**src/rtl/occ_pkg.sv**
```systemverilog
// Shared types and elaboration helpers for the multi-doorway occupancy tracker.
package occ_pkg;

    typedef enum logic [1:0] {
        IDLE       = 2'd0,
        OUT_SEEN   = 2'd1,
        IN_SEEN    = 2'd2,
        WAIT_CLEAR = 2'd3
    } door_state_t;

    // Timer holds values 0..timeout-1, so it never needs more than clog2(timeout) bits.
    function automatic int timer_w(input int timeout);
        return (timeout <= 1) ? 1 : $clog2(timeout);
    endfunction

    function automatic bit params_legal(input int n_doors, input int cnt_w,
                                        input int max_occ, input int timeout);
        return (n_doors >= 1) && (timeout >= 1) && (cnt_w >= 1) && (cnt_w <= 30) &&
               (max_occ >= 0) && (max_occ < (1 << cnt_w));
    endfunction

endpackage

```
**src/rtl/occupancy_tracker_if.sv**
```systemverilog
// Sensor inputs and occupancy/event outputs of the occupancy tracker.
interface occupancy_tracker_if #(
    parameter int N_DOORS = 4,
    parameter int CNT_W   = 8
);
    logic [N_DOORS-1:0] sens_out;
    logic [N_DOORS-1:0] sens_in;
    logic               clear_err;
    logic [CNT_W-1:0]   occupancy;
    logic               occupied;
    logic               full;
    logic               ovf_err;
    logic               unf_err;
    logic [N_DOORS-1:0] entry_evt;
    logic [N_DOORS-1:0] exit_evt;
    logic [N_DOORS-1:0] abort_evt;

    modport master (
        output sens_out, sens_in, clear_err,
        input  occupancy, occupied, full, ovf_err, unf_err,
        input  entry_evt, exit_evt, abort_evt
    );

    modport slave (
        input  sens_out, sens_in, clear_err,
        output occupancy, occupied, full, ovf_err, unf_err,
        output entry_evt, exit_evt, abort_evt
    );
endinterface

```
**src/rtl/occ_door_fsm.sv**
```systemverilog
// One doorway: beam synchronisers, direction state machine, half-crossing timer
// and registered one-cycle entry/exit/abort pulses.
module occ_door_fsm
    import occ_pkg::*;
#(
    parameter int TIMEOUT = 1000
) (
    input  logic clk,
    input  logic reset,
    input  logic sens_out,
    input  logic sens_in,
    output logic entry_evt,
    output logic exit_evt,
    output logic abort_evt
);

    localparam int               TMR_W    = timer_w(TIMEOUT);
    localparam logic [TMR_W-1:0] TMR_LAST = TMR_W'(TIMEOUT - 1);

    logic              out_p0, out_p1, in_p0, in_p1;
    door_state_t       state, state_nxt;
    logic [TMR_W-1:0]  timer, timer_nxt;
    logic              entry_nxt, exit_nxt, abort_nxt;

    // Stage p0/p1: two-flop synchronisers on the raw beam levels
    always_ff @(posedge clk or posedge reset) begin
        if (reset) begin
            out_p0 <= 1'b0;
            out_p1 <= 1'b0;
            in_p0  <= 1'b0;
            in_p1  <= 1'b0;
        end else begin
            out_p0 <= sens_out;
            out_p1 <= out_p0;
            in_p0  <= sens_in;
            in_p1  <= in_p0;
        end
    end

    // Stage p2: state, timer and event pulses registered together
    always_ff @(posedge clk or posedge reset) begin
        if (reset) begin
            state     <= IDLE;
            timer     <= '0;
            entry_evt <= 1'b0;
            exit_evt  <= 1'b0;
            abort_evt <= 1'b0;
        end else begin
            state     <= state_nxt;
            timer     <= timer_nxt;
            entry_evt <= entry_nxt;
            exit_evt  <= exit_nxt;
            abort_evt <= abort_nxt;
        end
    end

    always_comb begin
        state_nxt = state;
        timer_nxt = timer;
        entry_nxt = 1'b0;
        exit_nxt  = 1'b0;
        abort_nxt = 1'b0;
        case (state)
            IDLE: begin
                timer_nxt = '0;
                if (out_p1 && !in_p1)      state_nxt = OUT_SEEN;
                else if (!out_p1 && in_p1) state_nxt = IN_SEEN;
                else if (out_p1 && in_p1)  state_nxt = WAIT_CLEAR;
            end
            // Completion is tested before the timer so it wins a same-cycle tie.
            OUT_SEEN: begin
                if (in_p1) begin
                    state_nxt = WAIT_CLEAR;
                    entry_nxt = 1'b1;
                end else if (!out_p1) begin
                    state_nxt = IDLE;
                end else if (timer == TMR_LAST) begin
                    state_nxt = WAIT_CLEAR;
                    abort_nxt = 1'b1;
                end else begin
                    timer_nxt = timer + 1'b1;
                end
            end
            IN_SEEN: begin
                if (out_p1) begin
                    state_nxt = WAIT_CLEAR;
                    exit_nxt  = 1'b1;
                end else if (!in_p1) begin
                    state_nxt = IDLE;
                end else if (timer == TMR_LAST) begin
                    state_nxt = WAIT_CLEAR;
                    abort_nxt = 1'b1;
                end else begin
                    timer_nxt = timer + 1'b1;
                end
            end
            WAIT_CLEAR: begin
                if (!out_p1 && !in_p1) state_nxt = IDLE;
            end
            default: state_nxt = IDLE;
        endcase
    end

endmodule

```
**src/rtl/occupancy_tracker.sv**
```systemverilog
// Multi-doorway occupancy counter: per-door direction FSMs feeding a shared
// saturating head count with sticky overflow/underflow flags.
module occupancy_tracker
    import occ_pkg::*;
#(
    parameter int N_DOORS = 4,
    parameter int CNT_W   = 8,
    parameter int MAX_OCC = 200,
    parameter int TIMEOUT = 1000
) (
    input  logic                clk,
    input  logic                reset,
    occupancy_tracker_if.slave  bus
);

    localparam int                      SUM_W     = CNT_W + 2;
    localparam logic [CNT_W-1:0]        MAX_OCC_V = CNT_W'(MAX_OCC);
    localparam logic signed [SUM_W-1:0] MAX_SUM   = SUM_W'(MAX_OCC);

    if (!params_legal(N_DOORS, CNT_W, MAX_OCC, TIMEOUT)) begin : g_bad_params
        $error("occupancy_tracker: illegal N_DOORS/CNT_W/MAX_OCC/TIMEOUT combination");
    end

    typedef struct packed {
        logic [CNT_W-1:0] value;
        logic             ovf;
        logic             unf;
    } clip_t;

    function automatic logic signed [SUM_W-1:0] popcount(input logic [N_DOORS-1:0] v);
        logic signed [SUM_W-1:0] n;
        n = '0;
        for (int k = 0; k < N_DOORS; k++) n = n + $signed({{(SUM_W-1){1'b0}}, v[k]});
        return n;
    endfunction

    function automatic clip_t clip_occ(input logic signed [SUM_W-1:0] s);
        clip_t r;
        r.value = s[CNT_W-1:0];
        r.ovf   = 1'b0;
        r.unf   = 1'b0;
        if (s[SUM_W-1]) begin
            r.value = '0;
            r.unf   = 1'b1;
        end else if (s > MAX_SUM) begin
            r.value = MAX_OCC_V;
            r.ovf   = 1'b1;
        end
        return r;
    endfunction

    logic [N_DOORS-1:0]      entry_evt, exit_evt, abort_evt;
    logic signed [SUM_W-1:0] sum_p0;
    clip_t                   clip_p0;
    logic [CNT_W-1:0]        occ_p1;
    logic                    ovf_p1, unf_p1;

    for (genvar d = 0; d < N_DOORS; d++) begin : g_door
        occ_door_fsm #(.TIMEOUT(TIMEOUT)) u_fsm (
            .clk       (clk),
            .reset     (reset),
            .sens_out  (bus.sens_out[d]),
            .sens_in   (bus.sens_in[d]),
            .entry_evt (entry_evt[d]),
            .exit_evt  (exit_evt[d]),
            .abort_evt (abort_evt[d])
        );
    end

    // Stage p0: net all door events first, then clip once
    always_comb begin
        sum_p0  = $signed({2'b00, occ_p1}) + popcount(entry_evt) - popcount(exit_evt);
        clip_p0 = clip_occ(sum_p0);
    end

    // Stage p1: registered head count; a fresh error beats a same-cycle clear
    always_ff @(posedge clk or posedge reset) begin
        if (reset) begin
            occ_p1 <= '0;
            ovf_p1 <= 1'b0;
            unf_p1 <= 1'b0;
        end else begin
            occ_p1 <= clip_p0.value;
            ovf_p1 <= clip_p0.ovf | (ovf_p1 & ~bus.clear_err);
            unf_p1 <= clip_p0.unf | (unf_p1 & ~bus.clear_err);
        end
    end

    assign bus.occupancy = occ_p1;
    assign bus.occupied  = (occ_p1 != '0);
    assign bus.full      = (occ_p1 == MAX_OCC_V);
    assign bus.ovf_err   = ovf_p1;
    assign bus.unf_err   = unf_p1;
    assign bus.entry_evt = entry_evt;
    assign bus.exit_evt  = exit_evt;
    assign bus.abort_evt = abort_evt;

endmodule

```
**src/flat_wrapper.sv**
```systemverilog
// flat-port wrapper written by rule: the top's interface ports become plain ports
module occupancy_tracker_flat import occ_pkg::*;
#(
    parameter int N_DOORS = 4,
    parameter int CNT_W   = 8,
    parameter int MAX_OCC = 200,
    parameter int TIMEOUT = 1000
)
  (clk, reset, bus_sens_out, bus_sens_in, bus_clear_err, bus_occupancy, bus_occupied, bus_full, bus_ovf_err, bus_unf_err, bus_entry_evt, bus_exit_evt, bus_abort_evt);
  occupancy_tracker_if #(.N_DOORS(N_DOORS), .CNT_W(CNT_W)) bus_i ();
  input  logic clk;
  input  logic reset;
  input wire logic [$bits(bus_i.sens_out)-1:0] bus_sens_out;
  input wire logic [$bits(bus_i.sens_in)-1:0] bus_sens_in;
  input wire logic [$bits(bus_i.clear_err)-1:0] bus_clear_err;
  output wire logic [$bits(bus_i.occupancy)-1:0] bus_occupancy;
  output wire logic [$bits(bus_i.occupied)-1:0] bus_occupied;
  output wire logic [$bits(bus_i.full)-1:0] bus_full;
  output wire logic [$bits(bus_i.ovf_err)-1:0] bus_ovf_err;
  output wire logic [$bits(bus_i.unf_err)-1:0] bus_unf_err;
  output wire logic [$bits(bus_i.entry_evt)-1:0] bus_entry_evt;
  output wire logic [$bits(bus_i.exit_evt)-1:0] bus_exit_evt;
  output wire logic [$bits(bus_i.abort_evt)-1:0] bus_abort_evt;
  assign bus_i.sens_out = bus_sens_out;
  assign bus_i.sens_in = bus_sens_in;
  assign bus_i.clear_err = bus_clear_err;
  assign bus_occupancy = bus_i.occupancy;
  assign bus_occupied = bus_i.occupied;
  assign bus_full = bus_i.full;
  assign bus_ovf_err = bus_i.ovf_err;
  assign bus_unf_err = bus_i.unf_err;
  assign bus_entry_evt = bus_i.entry_evt;
  assign bus_exit_evt = bus_i.exit_evt;
  assign bus_abort_evt = bus_i.abort_evt;
  occupancy_tracker #(.N_DOORS(N_DOORS), .CNT_W(CNT_W), .MAX_OCC(MAX_OCC), .TIMEOUT(TIMEOUT)) u_core (.clk(clk), .reset(reset), .bus(bus_i));
endmodule
```
**config.mk**
```make
export PLATFORM = sky130hd
export DESIGN_NAME = occupancy_tracker_flat
export DESIGN_NICKNAME = d
export VERILOG_FILES = /design/src/rtl/occ_pkg.sv /design/src/rtl/occupancy_tracker_if.sv /design/src/rtl/occ_door_fsm.sv /design/src/rtl/occupancy_tracker.sv /design/src/flat_wrapper.sv
export SDC_FILE = /design/constraint.sdc
export NUM_CORES = 1
export LEC_CHECK = 0
export ABC_AREA = 1
export CAP_MARGIN = 20
export CORE_MARGIN = 5
export CORE_UTILIZATION = 26
export DETAILED_ROUTE_END_ITERATION = 12
export PLACE_DENSITY = 0.38
export SLEW_MARGIN = 40
export SYNTH_ARGS = -nofsm -noshare
export SYNTH_HDL_FRONTEND = slang
export SYNTH_SLANG_ARGS = --single-unit
```
**constraint.sdc**
```tcl
create_clock -name clk -period 4.9 [get_ports clk]
set_clock_uncertainty 0.15 [all_clocks]
set_input_delay 0.49 -clock clk [delete_from_list [all_inputs] [get_ports clk]]
set_output_delay 0.49 -clock clk [all_outputs]
set_load 0.02 [all_outputs]
```
======== Word-level counts from Yosys, hierarchy flattened ========
Index checks and enable logic that the tools add are counted.
storage, ports and cells
  output and inout port bits .............. 24
  bits of input ports ..................... 11
  register bits ........................... 86
  logic and storage cells ................. 247
cells by class
  bitwise gates (word level) .............. 5
  reduce and logical (&&, ||, !) cells .... 41
  multiplexer cells ....................... 108
  equal/unequal tests ..................... 41
  order comparisons ....................... 1
  $add $sub $neg .......................... 12
operators with widths
  operator               number
  $mux 10                20
  $pmux 10 s3            4
  $mux 2                 36
  $add 10x1->10 const B  4
  $add 10x2->10          4
  $eq 10x10->1 const B   4
  $ne 2x2->1 const B     20
  $mux 1                 38
  $pmux 2 s4             4
  $reduce_and 5->1       4
  $eq 2x2->1 const B     8
  $logic_and 1x1->1      16
  $ne 4x4->1 const B     4
  $reduce_bool 3->1      4
  $add 9x10->10          1
  $gt 10x9->1 const B    1
  $sub 10x10->10         1
  $mux 9                 1
  $eq 2x1->1 const B     4
  $eq 8x8->1 const B     1
  $logic_not 1->1        8
  $logic_not 2->1        4
  $mux 8                 1
  $pmux 1 s2             4
  other kinds (6)        12

======== Longest topological paths before layout ========
Gate-level depths: netlist (run 1).
  depth in word-level cells ............... 9
  mapped depth ............................ 19

======== Modules after synthesis ========
From an unflattened synthesis (run 1), not the netlist that was laid out.
unflattened totals
  cells, all modules ...................... 733
  area, all modules ....................... 5,738.0 um2
modules (own cells, without submodules)
  module             cells each  seq. area each (um2)  area an instance (um2)  times used
  occ_door_fsm       146         475.5                 1,162.4                 4
  occupancy_tracker  149         250.2                 1,088.5                 1

======== Least setup slack after synthesis (run 1) ========
OpenSTA, ideal clock, no wires.
  path kind ............................... reg2reg
  from .................................... register u_core.occ_p1[0] (netlist: u_core.bus.occupancy[0])
  to ...................................... register u_core.ovf_p1 (netlist: u_core.bus.ovf_err)
  required time ........................... 4.633 ns
  stages on the path, launching flop included .. 18
  slack ................................... 1.433 ns
  setup time .............................. 0.117 ns
  arrival time ............................ 3.201 ns
  path through ............................ dfrtp_1 -> fa_1 -> inv_1 -> fa_1 -> inv_1 -> fa_1 -> ha_1 -> fa_1 -> nand2_1 -> nand2_1 -> nand3_1 -> nand2_1 -> nand2_1 -> nand2_1 -> nand3_2 -> nand2_4 -> nand2_1 -> nand2_1
on the way
  word-level cells in the longest chain between the ends .. 6
ends and longest elaborated chain
  element                 line                     RTL
  start, declared         occupancy_tracker.sv:55  logic [CNT_W-1:0] occ_p1;
  start signal, assigned  occupancy_tracker.sv:83  occ_p1 <= clip_p0.value;
  $add 9x10->10 (*)       occupancy_tracker.sv:72  sum_p0 = $signed({2'b00, occ_p1}) + popcount(entry_evt) - popcount(exit_evt);
  $sub 10x10->10 (*)      occupancy_tracker.sv:72
  $gt 10x9->1             occupancy_tracker.sv:45  end else if (s > MAX_SUM) begin
  $mux 9                  occupancy_tracker.sv:45
  $mux 1 (*)              occupancy_tracker.sv:42  if (s[SUM_W-1]) begin
  $or 1x1->1 (*)          occupancy_tracker.sv:84  ovf_p1 <= clip_p0.ovf | (ovf_p1 & ~bus.clear_err);
  end signal, assigned    occupancy_tracker.sv:84
  end, declared           occupancy_tracker.sv:56  logic ovf_p1, unf_p1;
Mark *: on every way between the ends. The rest lies on a longest branch, timed or not.
A chain may end at the register's enable or synchronous reset.

======== Worst setup path after layout (run 1) ========
  from .................................... register u_core.g_door[1].u_fsm.entry_evt
  to ...................................... register u_core.ovf_p1 (netlist: u_core.bus.ovf_err)
on the way
  word-level cells in the longest chain between the ends .. 9
ends and longest elaborated chain
  element                         line                     RTL
  start, declared                 occ_door_fsm.sv:12       output logic entry_evt,
  start signal, assigned          occ_door_fsm.sv:51       entry_evt <= entry_nxt;
  $add 1x1->2 (*)                 occupancy_tracker.sv:33  for (int k = 0; k < N_DOORS; k++) n = n + $signed({{(SUM_W-1){1'b0}}, v[k]});
  $add 10x2->10 (*) (2 in a row)  occupancy_tracker.sv:33
  $add 9x10->10 (*)               occupancy_tracker.sv:72
  $sub 10x10->10 (*)              occupancy_tracker.sv:72
  $gt 10x9->1                     occupancy_tracker.sv:45
  $mux 9                          occupancy_tracker.sv:45
  $mux 1 (*)                      occupancy_tracker.sv:42
  $or 1x1->1 (*)                  occupancy_tracker.sv:84
Marked as above.

==> results.txt, run 1 <==
----------------------------------------------------
[Cells and area]
  Total Nets Final ... approximately 770
  Core utilization of the finished layout ... a little under a third
  Most common library cell in the layout ignoring fill and taps ... sky130_fd_sc_hd__nand2_1
  ANT cells ... 0
  Fraction of final layout cells with drive strength greater than 1 ... 6.638%
  Fin cells ... approximately 970
  Signed area change from the synthesized netlist to the final layout ... 15.74%
  Final instance area ... between 6000 and 7000 um2
  Commonest cells after routing, fill and taps aside ... sky130_fd_sc_hd__nand2_1, sky130_fd_sc_hd__inv_1, sky130_fd_sc_hd__dfrtp_1, sky130_fd_sc_hd__ha_1, sky130_fd_sc_hd__nor2_1

[Drt]
  Number of design rule violations left after detail routing ... 0
  WL per Instance ... around 12 um
  Via density per instance ... between 4 and 5
  First-pass DRT Iterations ... 4
  Number of antenna-violating nets in the routed design ... 0
  Detailed router's first-iteration violation count ... ~160
  Total routed wirelength ... between 10 and 15 mm
  Routed vias ... approximately 4,200

[Clocking]
  Clock transition time at the flip-flop clock pins of the worst setup and hold paths ... about 0.06 ns
  Root cell of the clock tree ... sky130_fd_sc_hd__clkbuf_16
  Setup repair bufs after CTS ... 0
  Later-pin clock latency in the skew report ... between 0.3 and 0.4 ns
  TritonCTS clock tree ... yes
  Num Clock Sinks ... between 80 and 90
  Number of clock buffers inserted by TritonCTS ... 9
  CTS hold repair buffers ... 0
  H-tree level count ... 3
  Clock Path Buffers ... 2
  CTS-repair resized insts ... 0

[Worst setup path]
  Largest driver fanout on the critical path ... 6
  Required arrival time at the worst endpoint ... 4.98 ns
  Worst path bufs/invs ... 2
  Crit path arrival time ... about 3.7 ns
  Total number of cells along the worst setup path ... 18
  Launch point of the worst reg-to-reg path ... u_core.g_door[1].u_fsm.entry_evt
  Critical path launch point type ... flip-flop
  Cells on worst reg2reg path ... 18
  Path type of the worst setup path ... flip-flop to flip-flop
  Critical path, cell by cell ... ha_1 -> fa_1 -> inv_1 -> ha_1 -> inv_1 -> fa_1 -> ha_1 -> fa_1 -> nand2_1 -> nand2_1 -> nand3_1 -> nand2_1 -> nand2_1 -> nand2_1 -> nand3_2 -> nand2_4 -> nand2_1 -> nand2_1
  Standard cell with the maximum stage delay on the critical path ... sky130_fd_sc_hd__fa_1
  Largest stage delay on the critical path ... ~0.48 ns
  Worst setup EP type ... flip-flop
  RR Endpoint ... u_core.bus.ovf_err
  Register-to-register setup slack ... about 1.3 ns
  Family of cells with the greatest summed delay on the critical path ... adder cells
  CP dominant cell by count ... sky130_fd_sc_hd__nand2_1

[Placed design]
  Post-Place Setup Slack ... approximately 1.3 ns
  Number of placed cells counting well taps ... around 950
  Count of buffers inserted at the top-level ports ... 34
  Final HPWL from detailed placement ... just under 9 mm
  Placement Cell Area ... ~6000 um2
  Last weighted congestion value of the routability-driven placer ... 0.8219

[Synthesis]
  Synth Instances ... between 600 and 700
  Sequential share of the synthesized area ... about two fifths
  Count of synthesis-stage warnings from yosys ... 0
  Syn Area/Cell ... between 8 and 9 um2
  Synth unique cells ... a little over 40
  Nets in the synthesized netlist ... 736
  Cell Area, Synth ... between 5000 and 6000 um2
  Total of flip-flops plus latches after synthesis ... 86

[STA]
  Hold Vio Cnt, Final ... 0
  Crit path setup slack, layout ... about 1.3 ns
  Final critical delay including setup and external delays ... 3.590 ns
  Final Setup Violations ... 0
  Achievable Freq ... approximately 0.28 GHz
  Number of pins exceeding their max-slew limit in the final report ... 0
  Relative slew slack ... about two thirds
  Transition time at the pin with the least slew margin ... ~0.5 ns
  Sum of negative setup slack ... 0 ns
  Setup repair after global routing missed its margin ... no
  Final Cycle Share ... about 73%

[Floorplan]
  I/O pin total ... 35
  Die width ... 155.9 um
  Die extent in y ... around 160 um
  Overall die area ... roughly 24,000 um2
  Effective utilization at floorplan ... 26.40%
  Core Region ... 20,960 um2
  Standard-cell rows ... between 50 and 60

[Power and ir drop]
  Leakage power figure ... just over 3 nW
  Highest ir drop seen on vdd ... between 0.00015 and 0.0002 V
  P per Cell Area ... ~600 nW/um2

[Global routing]
  Initial antenna violation count ... 0
  Remaining global-route overflow ... 0
  Pin count of the biggest net entering global routing ... 57
  First-pass GRT wire length ... just under 20 mm
  GR Util All Layers ... under 10%
  Vias in the first global route ... 4,168

[Hold path]
  Worst hold stages ... 0
  Hold worst-path end ... u_core.g_door[3].u_fsm.in_p1
  Type of the tightest min-delay check ... flip-flop to flip-flop
  Startpoint of the most critical hold path ... u_core.g_door[3].u_fsm.in_p0

[Flow run]
  Number of violations of the max-capacitance limit ... 0

[Status]
  Run status ... completed

----------------------------------------------------
## registers in the layout (all words and copies together) (netlist names), 4 cells and up
register                       cells
u_core.bus.occupancy               8
u_core.g_door.u_fsm.state          8
u_core.g_door.u_fsm.abort_evt      4
u_core.g_door.u_fsm.in_p0          4
u_core.g_door.u_fsm.out_p1         4
u_core.g_door.u_fsm.entry_evt      4
u_core.g_door.u_fsm.in_p1          4
u_core.g_door.u_fsm.out_p0         4
u_core.g_door.u_fsm.exit_evt       4
u_core.g_door.u_fsm.timer         40
## where the power goes
part | internal [W] | switching [W]
Sequential | 0.000864 | 0.000148
Clock | 0.000459 | 0.000273
Combinational | 0.000763 | 0.00134
## metal layers
metal	vias up	GRT usage (%)	wire, um
li1	2165	-	-
met1	2006	12.66	5472
met2	47	15.81	5249
met3	9	2.469	391
met4	0	3.126	133
met5	-	0	0
## cell type report
type	instances	area, um2
flip-flops and latches	86	2152
well taps	275	344.1
multi-input cells	441	2806
inverters	115	436.7
fillers	2229	14550
clock buffers	12	246.5
repair buffers	35	347.8
clock inverters	4	70.07
## synth_stat cells, drive strengths merged
master | count | share of area, %
a211oi | 1 | 0.14
a21boi | 1 | 0.14
a21o | 2 | 0.27
a21oi | 23 | 2.1
a22oi | 1 | 0.14
a31o | 2 | 0.32
buf | 17 | 2.6
dfrtp | 86 | 39
fa | 6 | 2.2
ha | 60 | 14
inv | 115 | 7.8
nand2 | 136 | 9.6
nand2b | 1 | 0.25
nand3 | 36 | 3.3
nand3b | 2 | 0.27
nand4 | 16 | 1.8
nor2 | 43 | 3.1
nor3 | 22 | 2.4
nor3b | 1 | 0.23
nor4 | 1 | 0.11
o21a | 2 | 0.27
o21ai | 40 | 3.9
o22ai | 1 | 0.11
o2bb2ai | 1 | 0.16
o31ai | 15 | 2.0
o32ai | 2 | 0.32
or2 | 4 | 0.45
xnor2 | 4 | 0.63
xor2 | 18 | 2.8
## cell families (layout without fill, tap and decap cells)
family                   after synthesis  after routing  share of synthesized area, %
flip-flops                            86             86                         38.90
adder cells (fa/ha/maj)               66             66                         15.74
XOR/XNOR                              22             22                         3.483
buffers and inverters                132            166                         10.38
AND/OR/NAND/NOR                      262            262                         21.64
AO/OA/AOI/OAI                         91             91                         9.860
## worst max-delay path by stage
stage,startpoint,end,slack (ns)
floorplan,u_core.bus.occupancy[0],u_core.bus.ovf_err,1.43
global placement,u_core.g_door[1].u_fsm.entry_evt,u_core.bus.ovf_err,1.31
detailed placement,u_core.bus.occupancy[0],u_core.bus.ovf_err,1.27
CTS,u_core.g_door[1].u_fsm.entry_evt,u_core.bus.ovf_err,1.26
global route,u_core.g_door[1].u_fsm.entry_evt,u_core.bus.occupancy[6],1.07
finish,u_core.g_door[1].u_fsm.entry_evt,u_core.bus.ovf_err,1.31
## through the flow
stage / hold slack [ns] / power, W
finish: 0.2022 / 0.003850
global route: 0.2025 / 0.004268
CTS: 0.2023 / 0.003942
detailed placement: 0.1847 / 0.003179
global placement: 0.1871 / 0.003201
floorplan: 0.1812 / 0.002669
No activity file was read; power rests on OpenSTA's default activity.
==> inputs of run 2 (changes only) <==
==> constraint.sdc (replaced) <==
create_clock -name clk -period 3.5 [get_ports clk]
set_clock_uncertainty 0.15 [all_clocks]
set_input_delay 0.35 -clock clk [delete_from_list [all_inputs] [get_ports clk]]
set_output_delay 0.35 -clock clk [all_outputs]
set_load 0.02 [all_outputs]
==> results.txt, run 2 (synthesis results as in run 1) <==
----------------------------------------------------
[Hold path]
  Type of the tightest min-delay check ... flip-flop to flip-flop

[Global routing]
  First-pass GRT wire length ... a little under 20 mm
  Initial antenna violation count ... 0
  Pin count of the biggest net entering global routing ... 45
  Remaining global-route overflow ... 0
  Vias in the first global route ... just over 4,000
  GR Util All Layers ... 9.868%

[Worst setup path]
  Launch point of the worst reg-to-reg path ... u_core.g_door[0].u_fsm.exit_evt
  Register-to-register setup slack ... between 0.001 and 0.0015 ns
  CP dominant cell by count ... sky130_fd_sc_hd__inv_2
  Path type of the worst setup path ... flip-flop to flip-flop
  Launch point of the critical path ... u_core.g_door[0].u_fsm.exit_evt
  Crit path to ... u_core.bus.ovf_err
  Critical path launch point type ... flip-flop
  Largest driver fanout on the critical path ... 6
  Cells on worst reg2reg path ... 15
  Family of cells with the greatest summed delay on the critical path ... adder cells
  Total number of cells along the worst setup path ... 15
  Required arrival time at the worst endpoint ... 3.58 ns
  Worst setup EP type ... flip-flop
  Critical path, cell by cell ... ha_2 -> inv_2 -> fa_1 -> inv_2 -> ha_4 -> inv_2 -> fa_1 -> ha_2 -> fa_2 -> o31ai_2 -> nand3_1 -> nand3_2 -> nand2_4 -> nand2_1 -> nand2_1
  Standard cell with the maximum stage delay on the critical path ... sky130_fd_sc_hd__fa_1
  Crit path arrival time ... 3.58 ns
  Worst path bufs/invs ... 3
  RR Endpoint ... u_core.bus.ovf_err
  Largest stage delay on the critical path ... around 0.53 ns

[Clocking]
  Later-pin clock latency in the skew report ... between 0.3 and 0.4 ns
  Clock Path Buffers ... 2
  Root cell of the clock tree ... sky130_fd_sc_hd__clkbuf_16
  TritonCTS clock tree ... yes
  H-tree level count ... 3
  Number of clock buffers inserted by TritonCTS ... 9
  Clock transition time at the flip-flop clock pins of the worst setup and hold paths ... 0.06 ns
  Num Clock Sinks ... 86

[STA]
  Relative slew slack ... approximately three fifths
  Achievable Freq ... approximately 0.29 GHz
  Hold Vio Cnt, Final ... 0
  Number of pins exceeding their max-slew limit in the final report ... 0
  Final critical delay including setup and external delays ... 3.499 ns
  Transition time at the pin with the least slew margin ... about 0.59 ns
  Final Cycle Share ... between 90 and 100%
  Sum of negative setup slack ... 0 ns
  Final Setup Violations ... 0
  Setup repair after global routing missed its margin ... yes

[Drt]
  Number of antenna-violating nets in the routed design ... 0
  Routed vias ... 4,233
  First-pass DRT Iterations ... 4
  Total routed wirelength ... between 10 and 15 mm
  Number of design rule violations left after detail routing ... 0
  WL per Instance ... 11.72 um
  Via density per instance ... around 4.3
  Detailed router's first-iteration violation count ... 181

[Flow run]
  Number of violations of the max-capacitance limit ... 0

[Power and ir drop]
  Highest ir drop seen on vdd ... ~0.00031 V
  Share of total power consumed by net switching ... ~46%
  Part of the power in registers ... 25.3%
  Net switching power figure ... between 0.002 and 0.003 W
  Internal cell power ... ~0.0030 W
  Leakage power figure ... between 3 and 4 nW
  P per Cell Area ... ~860 nW/um2
  Combinational group share of total power ... 58.8%
  Clk pwr share ... 15.9%

[Cells and area]
  Core utilization of the finished layout ... between 30% and 40%
  Commonest cells after routing, fill and taps aside ... sky130_fd_sc_hd__nand2_1, sky130_fd_sc_hd__inv_1, sky130_fd_sc_hd__dfrtp_1, sky130_fd_sc_hd__ha_1, sky130_fd_sc_hd__nor2_1
  Max reg flops ... 40
  Fraction of final layout cells with drive strength greater than 1 ... 9.943%
  Sequential cell area ... ~2200 um2
  Signed area change from the synthesized netlist to the final layout ... 17.64%
  Final instance area ... between 6000 and 7000 um2
  Fill cell total of the finished layout ... approximately 2,200
  Most common library cell in the layout ignoring fill and taps ... sky130_fd_sc_hd__nand2_1
  ANT cells ... 0
  Register containing the most flip-flops in the final layout ... u_core.g_door.u_fsm.timer
  Total Nets Final ... approximately 800
  Footprint of the multi-input gates ... between 2000 and 3000 um2

[Floorplan]
  Core Region ... ~21,000 um2
  I/O pin total ... 35
  Die extent in y ... 155.9 um
  Overall die area ... ~24,000 um2
  Effective utilization at floorplan ... roughly a quarter
  Die width ... 155.9 um
  Standard-cell rows ... between 50 and 60

[Placed design]
  Last weighted congestion value of the routability-driven placer ... 0.8347
  Placement Cell Area ... between 6000 and 7000 um2
  Count of buffers inserted at the top-level ports ... 34
  Final HPWL from detailed placement ... around 8.7 mm

[Status]
  Run status ... completed

----------------------------------------------------
-- run 2: timing repair --
action | in CTS | in global routing
resized for setup | 5 | 9
buffers inserted | 1 | 1
pin swaps | 2 | 3
hold buffers | 0 | 0
setup endpoints to repair | 9 | 9
-- run 2: power groups by stage --
stage | Combinational [W] | Clock [W] | Sequential [W]
global route | 0.00376 | 0.000978 | 0.00145
detailed placement | 0.00314 | 0 | 0.00144
floorplan | 0.00229 | 0 | 0.00144
CTS | 0.00326 | 0.000940 | 0.00142
finish | 0.00329 | 0.000893 | 0.00142
global placement | 0.00317 | 0 | 0.00143
-- run 2: worst reg2reg max path, cell delays in order, from the launching register on --
cell                      delay (ns)
sky130_fd_sc_hd__dfrtp_1        0.36
sky130_fd_sc_hd__ha_2           0.18
sky130_fd_sc_hd__inv_2          0.03
sky130_fd_sc_hd__fa_1           0.51
sky130_fd_sc_hd__inv_2          0.05
sky130_fd_sc_hd__ha_4           0.25
sky130_fd_sc_hd__inv_2          0.03
sky130_fd_sc_hd__fa_1           0.53
sky130_fd_sc_hd__ha_2           0.19
sky130_fd_sc_hd__fa_2           0.45
sky130_fd_sc_hd__o31ai_2        0.20
sky130_fd_sc_hd__nand3_1        0.13
sky130_fd_sc_hd__nand3_2        0.15
sky130_fd_sc_hd__nand2_4        0.09
sky130_fd_sc_hd__nand2_1        0.06
sky130_fd_sc_hd__nand2_1        0.04
-- run 2: worst min path at each step --
stage	start	to	depth (start not counted)
finish	u_core.g_door[2].u_fsm.in_p0	u_core.g_door[2].u_fsm.in_p1	0
floorplan	u_core.g_door[0].u_fsm.in_p0	u_core.g_door[0].u_fsm.in_p1	0
global placement	u_core.g_door[2].u_fsm.in_p0	u_core.g_door[2].u_fsm.in_p1	0
global route	u_core.g_door[2].u_fsm.in_p0	u_core.g_door[2].u_fsm.in_p1	0
detailed placement	u_core.g_door[2].u_fsm.in_p0	u_core.g_door[2].u_fsm.in_p1	0
CTS	u_core.g_door[2].u_fsm.in_p0	u_core.g_door[2].u_fsm.in_p1	0
-- run 2: layer usage --
layer  routed length [um]  GRT usage (%)  share of wire, %  vias up
li1                     -              -                 -     2185
met1                 5680          13.34                50     1983
met2                 5223          15.62                46       52
met3                  355          1.775               3.1       13
met4                  213          4.002               1.9        0
met5                    0              0                 0        -
-- run 2: per-stage QoR --
step | total power [W] | setup WS, ns | cells | hold WS [ns]
2_1_floorplan | 0.003736 | 0.03251 | 659 | 0.1812
3_3_place_gp | 0.004599 | -0.07043 | 962 | 0.1867
3_5_place_dp | 0.004581 | -0.1079 | 962 | 0.1872
4_1_cts | 0.005613 | -0.007389 | 978 | 0.2037
5_1_grt | 0.006187 | -0.1196 | 979 | 0.2056
6_report | 0.005599 | 0.001494 | 979 | 0.2024
-- run 2: final cells by class --
type                       count  share of cell area [%]
multi-input combinational    441                   43.93
sequential                    86                   33.06
timing repair buffer          47                   6.920
inverter                     115                   6.671
tap                          275                   5.286
clock buffer                  14                   4.056
clock inverter                 1                 0.07689
==> inputs of run 3 (changes only) <==
--- a/config.mk
+++ b/config.mk
@@ -6,11 +6,13 @@
 export NUM_CORES = 1
 export LEC_CHECK = 0
 export ABC_AREA = 1
+export ABC_CLOCK_PERIOD_IN_PS = 3500
 export CAP_MARGIN = 20
 export CORE_MARGIN = 5
-export CORE_UTILIZATION = 26
+export CORE_UTILIZATION = 40
 export DETAILED_ROUTE_END_ITERATION = 12
-export PLACE_DENSITY = 0.38
+export GPL_TIMING_DRIVEN = 0
+export PLACE_DENSITY = 0.55
 export SLEW_MARGIN = 40
 export SYNTH_ARGS = -nofsm -noshare
 export SYNTH_HDL_FRONTEND = slang
==> results.txt, run 3 (synthesis results as in run 1) <==
----------------------------------------------------
[Status]
  Run status ... finished with violations
  Violations in the final reports ... negative setup slack

[Clocking]
  Number of clock buffers inserted by TritonCTS ... 9
  CTS hold repair buffers ... 0
  Num Clock Sinks ... 86
  H-tree level count ... 3
  TritonCTS clock tree ... yes
  Clock Path Buffers ... 2
  Later-pin clock latency in the skew report ... roughly 0.35 ns
  Root cell of the clock tree ... sky130_fd_sc_hd__clkbuf_16
  Clock transition time at the flip-flop clock pins of the worst setup and hold paths ... 0.06 ns

[Worst setup path]
  Critical path launch point type ... flip-flop
  Largest stage delay on the critical path ... between 0.5 and 0.6 ns
  CP dominant cell by count ... sky130_fd_sc_hd__nand2_2
  Critical path, cell by cell ... fa_1 -> inv_1 -> fa_1 -> inv_1 -> fa_1 -> ha_2 -> fa_2 -> nand2_2 -> nand2_2 -> nand3_2 -> nand2_1 -> nand2_1 -> nand2_2 -> nand3_4 -> nand2_4 -> nand2_2 -> nand2_1
  Standard cell with the maximum stage delay on the critical path ... sky130_fd_sc_hd__fa_1
  Required arrival time at the worst endpoint ... ~3.6 ns
  Crit path arrival time ... 3.61 ns
  Worst setup EP type ... flip-flop
  Path type of the worst setup path ... flip-flop to flip-flop
  Worst path bufs/invs ... 2
  Largest driver fanout on the critical path ... 6
  Family of cells with the greatest summed delay on the critical path ... adder cells

[Global routing]
  Pin count of the biggest net entering global routing ... 51
  GR Util All Layers ... 14.05%
  First-pass GRT wire length ... between 15 and 20 mm
  Initial antenna violation count ... 0
  Vias in the first global route ... roughly 4,400
  Remaining global-route overflow ... 0

[Drt]
  Detailed router's first-iteration violation count ... 276
  Number of design rule violations left after detail routing ... 0
  Routed vias ... 4,280
  WL per Instance ... roughly 12 um
  First-pass DRT Iterations ... 4
  Number of antenna-violating nets in the routed design ... 0
  Total routed wirelength ... 10.55 mm
  Via density per instance ... 4.793

[Floorplan]
  Die width ... ~130 um
  Overall die area ... 16,280 um2
  Core Region ... between 10,000 and 15,000 um2
  Die extent in y ... ~130 um
  Standard-cell rows ... 43
  I/O pin total ... 35
  Effective utilization at floorplan ... 40.33%

[Power and ir drop]
  Clk pwr share ... around 18%
  Combinational group share of total power ... approximately 60%
  P per Cell Area ... between 900 and 1000 nW/um2
  Share of total power consumed by net switching ... around 46%
  Internal cell power ... 0.003260 W
  Net switching power figure ... roughly 0.0027 W
  Highest ir drop seen on vdd ... around 0.00037 V
  Leakage power figure ... 3.169 nW
  Part of the power in registers ... 23.6%

[Cells and area]
  Fraction of final layout cells with drive strength greater than 1 ... approximately an eighth
  ANT cells ... 0
  Register containing the most flip-flops in the final layout ... u_core.g_door.u_fsm.timer
  Fin cells ... between 800 and 900
  Signed area change from the synthesized netlist to the final layout ... 18.95%
  Final instance area ... about 6600 um2
  Max reg flops ... 40
  Commonest cells after routing, fill and taps aside ... sky130_fd_sc_hd__nand2_1, sky130_fd_sc_hd__inv_1, sky130_fd_sc_hd__dfrtp_1, sky130_fd_sc_hd__ha_1, sky130_fd_sc_hd__nor2_1
  Total Nets Final ... between 700 and 800
  Most common library cell in the layout ignoring fill and taps ... sky130_fd_sc_hd__nand2_1

[Placed design]
  Post-Place Setup Slack ... -0.2627 ns
  Final HPWL from detailed placement ... between 8 and 9 mm
  Number of placed cells counting well taps ... 874
  Placement Cell Area ... between 6000 and 7000 um2
  Count of buffers inserted at the top-level ports ... 34
  Last weighted congestion value of the routability-driven placer ... 0.8533

[STA]
  Achievable Freq ... roughly 0.28 GHz
  Sum of negative setup slack ... -0.03554 ns
  Final critical delay including setup and external delays ... around 3.5 ns
  Relative slew slack ... between 70 and 80%
  Hold Vio Cnt, Final ... 0
  Setup repair after global routing missed its margin ... yes
  Crit path setup slack, layout ... -0.02195 ns
  Number of pins exceeding their max-slew limit in the final report ... 0
  Final Cycle Share ... 100.6%
  Transition time at the pin with the least slew margin ... 0.4167 ns
  Final Setup Violations ... 2

[Flow run]
  Number of violations of the max-capacitance limit ... 0

[Hold path]
  Type of the tightest min-delay check ... flip-flop to flip-flop

----------------------------------------------------
## run 3: changes by cell type in the layout (fill, tap and decap cells not counted), moves of 2 or more
cell                        previous run  this run
sky130_fd_sc_hd__buf_6                 0         4
sky130_fd_sc_hd__nand3_1              34        32
sky130_fd_sc_hd__nand2_2               7        10
sky130_fd_sc_hd__inv_2                 8        10
sky130_fd_sc_hd__inv_1               106       104
sky130_fd_sc_hd__buf_4                12        16
sky130_fd_sc_hd__inv_6                 0         2
sky130_fd_sc_hd__bufinv_16             0         2
sky130_fd_sc_hd__nand2_1             128       125
sky130_fd_sc_hd__clkinv_4              0         2
sky130_fd_sc_hd__clkbuf_1              3         0
## run 3: layout make-up
class | instances | area, um2
clock inverters | 6 | 93.84
well taps | 180 | 225.2
inverters | 115 | 436.7
fillers | 1297 | 7138
clock buffers | 10 | 239.0
repair buffers | 38 | 390.4
multi-input cells | 441 | 2900
plain buffers | 17 | 142.6
flip-flops and latches | 86 | 2153
## run 3: per-stage QoR
step | utilization, % | hold WS [ns] | power, W
after floorplan | - | 0.1812 | 0.003736
after global placement | 44.45 | 0.1819 | 0.004465
after detailed placement | 44.69 | 0.1855 | 0.004524
after CTS | 47.82 | 0.1998 | 0.006017
after global routing | 47.97 | 0.2061 | 0.006575
final | 47.97 | 0.1984 | 0.005999
## run 3: final timing paths
| kind | from | to | depth (start not counted) | slack (ns) |
|---|---|---|---|---|
| min | u_core.g_door[2].u_fsm.in_p0 | u_core.g_door[2].u_fsm.in_p1 | 0 | 0.20 |
| max reg2reg | u_core.bus.occupancy[0] | u_core.bus.ovf_err | 17 | -0.02 |
| min reg2reg | u_core.g_door[2].u_fsm.in_p0 | u_core.g_door[2].u_fsm.in_p1 | 0 | 0.20 |
| max in group asynchronous | reset | u_core.bus.occupancy[0] | 3 | 2.39 |
| min in group asynchronous | reset | u_core.g_door[0].u_fsm.out_p0 | 2 | 0.24 |
| max | u_core.bus.occupancy[0] | u_core.bus.ovf_err | 17 | -0.02 |
## run 3: worst reg2reg max path, delay by kind of cell, from the launching register on
family	cells	cell delay, ns
adders and majority gates	5	1.89
and+or+nand+nor	10	0.79
DFF	1	0.45
buffers and inverters	2	0.15
## run 3: power by group through the flow
stage               clock, W  sequential, W  combinational, W
global route         0.00114        0.00146           0.00398
detailed placement         0        0.00144           0.00309
floorplan                  0        0.00144           0.00229
finish               0.00106        0.00142           0.00352
CTS                  0.00109        0.00142           0.00350
global placement           0        0.00143           0.00304
## run 3: timing repair
action / CTS / global route
gates resized for setup: 20 / 6
buffers inserted: 3 / 0
endpoints found under the hold margin: 0 / 0
gates cloned: 0 / 0
setup endpoints to repair: 9 / 9
pin swaps: 12 / 12
## run 3: metal layers
metal	wire length, um	GRT usage [%]
met5	0	0
met1	4986	18.05
met3	309	2.048
met2	5019	23.47
met4	237	6.429
